**src/rtl/fetch_queue.sv**
```systemverilog
`default_nettype none
// ============================================================================
// Module   : fetch_queue
// Purpose  : Fetch-to-decode FIFO carrying instr, PC and front-end prediction;
//            flushable on mispredict with a saturating dropped-entry counter.
// Revision : 1.0
// ============================================================================
module fetch_queue #(
    parameter int DEPTH  = 4,
    parameter int AW     = $clog2(DEPTH),
    parameter int DROP_W = 16
) (
    input  logic              clk,
    input  logic              rst,
    input  logic              flush,
    input  logic              in_valid,
    output logic              in_ready,
    input  logic [31:0]       in_instr,
    input  logic [31:0]       in_pc,
    input  logic              in_pred_taken,
    input  logic [31:0]       in_pred_target,
    output logic              out_valid,
    input  logic              out_ready,
    output logic [31:0]       out_instr,
    output logic [31:0]       out_pc,
    output logic              out_pred_taken,
    output logic [31:0]       out_pred_target,
    output logic [AW:0]       count,
    output logic [DROP_W-1:0] flush_drops
);

    localparam int              c_EW       = 97;
    localparam int              c_SW       = DROP_W + AW + 2;
    localparam logic [AW:0]     c_FULL     = (AW+1)'(DEPTH);
    localparam logic [DROP_W-1:0] c_DROP_MAX = '1;

    logic [c_EW-1:0]   r_mem [DEPTH];
    logic [AW-1:0]     r_wp;
    logic [AW-1:0]     r_rp;
    logic [AW:0]       r_cnt;
    logic [DROP_W-1:0] r_drops;

    logic              w_push;
    logic              w_pop;
    logic [c_EW-1:0]   w_head;
    logic [c_SW-1:0]   w_sum;
    logic [DROP_W-1:0] w_drops_next;

    assign in_ready  = (r_cnt != c_FULL);
    assign out_valid = (r_cnt != '0);
    assign w_push    = in_valid & in_ready;
    assign w_pop     = out_valid & out_ready;

    // An empty queue presents all zeros so decode sees a NOP.
    assign w_head = out_valid ? r_mem[r_rp] : '0;
    assign {out_pred_taken, out_pred_target, out_pc, out_instr} = w_head;

    assign count       = r_cnt;
    assign flush_drops = r_drops;

    assign w_sum        = c_SW'(r_drops) + c_SW'(r_cnt);
    assign w_drops_next = (w_sum > c_SW'(c_DROP_MAX)) ? c_DROP_MAX : w_sum[DROP_W-1:0];

    always_ff @(posedge clk) begin
        if (!rst && !flush && w_push) begin
            r_mem[r_wp] <= {in_pred_taken, in_pred_target, in_pc, in_instr};
        end
    end

    always_ff @(posedge clk) begin
        if (rst) begin
            r_wp    <= '0;
            r_rp    <= '0;
            r_cnt   <= '0;
            r_drops <= '0;
        end else if (flush) begin
            r_wp    <= '0;
            r_rp    <= '0;
            r_cnt   <= '0;
            r_drops <= w_drops_next;
        end else begin
            if (w_push) begin
                r_wp <= r_wp + 1'b1;
            end
            if (w_pop) begin
                r_rp <= r_rp + 1'b1;
            end
            case ({w_push, w_pop})
                2'b10:   r_cnt <= r_cnt + 1'b1;
                2'b01:   r_cnt <= r_cnt - 1'b1;
                default: r_cnt <= r_cnt;
            endcase
        end
    end

    a_cnt_bound: assert property (@(posedge clk) disable iff (rst) r_cnt <= c_FULL);
    a_no_push_full: assert property (@(posedge clk) disable iff (rst) !(w_push && r_cnt == c_FULL));
    a_no_pop_empty: assert property (@(posedge clk) disable iff (rst) !(w_pop && r_cnt == '0));

endmodule
`default_nettype wire
```
**config.mk**
```make
export PLATFORM = sky130hd
export DESIGN_NAME = fetch_queue
export DESIGN_NICKNAME = d
export VERILOG_FILES = /design/src/rtl/fetch_queue.sv
export SDC_FILE = /design/constraint.sdc
export NUM_CORES = 1
export LEC_CHECK = 0
export CAP_MARGIN = 20
export CORE_AREA = 3 3 185 187
export CTS_CLUSTER_DIAMETER = 80
export DETAILED_ROUTE_END_ITERATION = 12
export DIE_AREA = 0 0 188 190
export PLACE_DENSITY = 0.8
export SKIP_CTS_REPAIR_TIMING = 1
export SYNTH_ARGS = -nofsm -noshare
export SYNTH_HDL_FRONTEND = slang
export SYNTH_SLANG_ARGS = --single-unit
```
**constraint.sdc**
```tcl
create_clock -name clk -period 4.7 [get_ports clk]
set_input_delay 1.175 -clock clk [delete_from_list [all_inputs] [get_ports clk]]
set_output_delay 1.175 -clock clk [all_outputs]
set_load 0.02 [all_outputs]
```
==> flow_summary_export.csv <==
group,metric,value,unit
status,status,"complete, no violations",
drt,drt_pass1_iterations,4,
yosys,synth-edff-count,388,
timing,hold_viol,0,
clock_network,clk_latency,0.52,ns
power_and_ir_drop,power.total,7.72,mW
critical_path,max_stage_delay,0.85,ns
drt,finalWirelength,31.4,mm
placement,place.port_buffers,219,
yosys,ys_seq_area_share,76.3,%
yosys,synth_nets,875,
timing,timing.fmax,0.244,GHz
power_and_ir_drop,p_leak,6.33,nW
drt,drc,0,
clock_network,clkSinkCount,413,
global_route,grt_use_total,17.5,%
flow_run,maxCapViolations,0,
yosys,yosys.area_share.simple,5.86,%
critical_path,path_max_fanout,54,
power_and_ir_drop,ir_worst_vdd,297,uV
timing,maxSlewViolCount,0,
yosys,synth_top_area_share,73.1,%
timing,tns,0,ns
cells_and_area,fill_cells,2259,
clock_network,cts_root_buf,"clkbuf_16",
global_route,grt_max_degree,55,
floorplan,die_h,190,um
global_route,grt_pass1_wl,48.3,mm
yosys,synth_top_area_cell,"edfxtp_1",
timing,fin_skew,0.0132,ns
yosys,async_flop_share,0,%
placement,place.gp.congestion,0.804,
timing,finalCriticalPeriod,4.10,ns
floorplan,die_w,188,um
timing,tightest_slew,1.04,ns
critical_path,path_cells,"or3_2 -> buf_4 -> and2_1 -> clkdlybuf4s50_1",
floorplan,ios,220,
placement,place_hpwl,19.3,mm
critical_path,required,3.52,ns
cells_and_area,drive_gt1_share,18.0,%
yosys,syn_avg_cell_area,20.9,um2
power_and_ir_drop,power_density,384,nW/um2
clock_network,htree_num_levels,2,
yosys,synth_fa_ha_area_share,0.880,%
timing,period_share,87.3,%
critical_path,arrival,2.93,ns
yosys,synth_top_family_by_area,"multiplexers",
floorplan,num_rows,66,
global_route,grt-ovfl-total,0,
timing,rsz0062_at_grt,"false",
yosys,syn-instance-count,763,
cells_and_area,syn2layout_area_growth,26.1,%
yosys,synth-compound-area-share,1.50,%
global_route,grt_pass1_vias,8366,
timing,finalSetupViolations,0,
yosys,synth.area.mux_share,13.8,%
floorplan,fp.dieArea,35700,um2
yosys,synth_xor_area_share,0.440,%
yosys,netlist_area,15900,um2
yosys,yosys-top-cells-area,"edfxtp_1 (73%), mux4_2 (14%), and2_1 (4.0%), dfxtp_1 (3.1%), ha_1 (0.63%)",
cells_and_area,final_util,61.6,%
floorplan,initial_core_util,48.8,%
global_route,antenna_found_initial,0,
floorplan,core_area,32600,um2
drt,routed-via-count,7929,
clock_network,cts_buffer_depth,3,
yosys,yosysMostFrequentCell,"edfxtp_1",
clock_network,clk_pin_slew,0.06,ns
timing,relSlewSlack,30.4,%
timing,whs,0.501,ns
cells_and_area,regArea,12200,um2
drt,vias_per_cell,5.38,
critical_path,critical_path_class,"reg -> out",
yosys,ys.flop_type,"edfxtp_1",
drt,ant_nets,0,
cells_and_area,final_cells,1474,
hold_path,timing.hold.worst.class,"reg -> reg",
placement,dpl.cell_count,1404,
yosys,ys_warn_count,0,
critical_path,end_kind,"primary output",
critical_path,startpoint_type,"register",
drt,wl_per_cell,21.3,um
cells_and_area,multi_input_area,3590,um2
clock_network,tritoncts,"built",
clock_network,numCtsBuffers,41,
cells_and_area,final_nets,1117,
critical_path,slowest_stage,"or3_2",
yosys,synth_common_cells,"edfxtp_1 (388), and2_1 (103), mux4_2 (97)",
drt,initialDrtViolationCount,536,
yosys,synth_cell_types,43,
yosys,ys_seq_elements,413,
## worst paths after layout
check,depth (start not counted),startpoint,endpoint,slack (ns)
worst max-delay path,4,count[0],out_instr[12],0.60
worst min-delay path,1,flush_drops[10],flush_drops[10],0.50
worst max register to register,8,count[0],count[2],1.85
worst min register to register,1,flush_drops[10],flush_drops[10],0.50
## worst max-delay path, delay by kind of cell, from the launching register on
kind	cells	cell delay [ns]
simple gates	2	1.02
buf+inv	2	0.97
flops	1	0.41
## routing by layer
layer  track usage [%]  vias up  wire [um]
met1              23.6     4031      12900
met3              4.02       54       2130
met4              5.25        0        762
met2              29.0      284      15600
met5                 0        -          0
li1                  -     3560          -
## placed cells by master (no fill, tap or decap), drive strengths merged, types with 2 or more instances in the layout
cell and count:
fa 2, a311oi 3, and3 2, xnor2 4, o21ai 4, nand3 4, nor2b 3, dfxtp 25
and4 3, clkbuf 52, clkinv 11, a211oi 3, xor2 4, or3 5, or2 2, edfxtp 388
o21bai 4, nor2 16, mux4 97, nand2 9, nor3 6, ha 8, o2111ai 2, and2 103
bufinv 4, inv 10, buf 17, clkdlybuf4s50 219, a31oi 6, a21oi 9
## logic make-up (layout without fill, tap and decap cells)
logic type      Yosys count  after routing
compound gates           34             34
xor+xnor                  8              8
fa+ha+maj                10             10
buf+inv                  45            313
flops                   413            413
mux                      98             98
other cells               0              1
simple gates            155            155
## registers in the layout (all words and copies together), names as in the netlist, named ones only
| signal | cells |
|---|---|
| r_rp | 2 |
| r_mem | 388 |
| count | 3 |
| r_wp | 2 |
| flush_drops | 16 |
## report_power, final
group	switching (mW)	total, mW	internal [mW]	leakage [nW]
Sequential	0.0138	4.07	4.06	3.71
Combinational	0.241	0.491	0.250	1.99
Clock	1.27	3.16	1.89	0.638
## area by class of cell
cell class | instances | area share, %
flip-flops and latches | 413 | 60.5
multi-input cells | 305 | 17.9
repair buffers | 236 | 12.2
clock buffers | 52 | 5.52
well taps | 442 | 2.75
clock inverters | 17 | 0.947
inverters | 8 | 0.149
diodes | 1 | 0.0125
## metrics by stage
| step | cell area (um2) | setup WS, ns |
|---|---|---|
| after floorplan | 15900 | 0.153 |
| after global placement | 18800 | 1.10 |
| after detailed placement | 18800 | 1.04 |
| after CTS | 20100 | 0.489 |
| after global routing | 20100 | 0.340 |
| final | 20100 | 0.597 |
(Power assumes the default switching activity.)
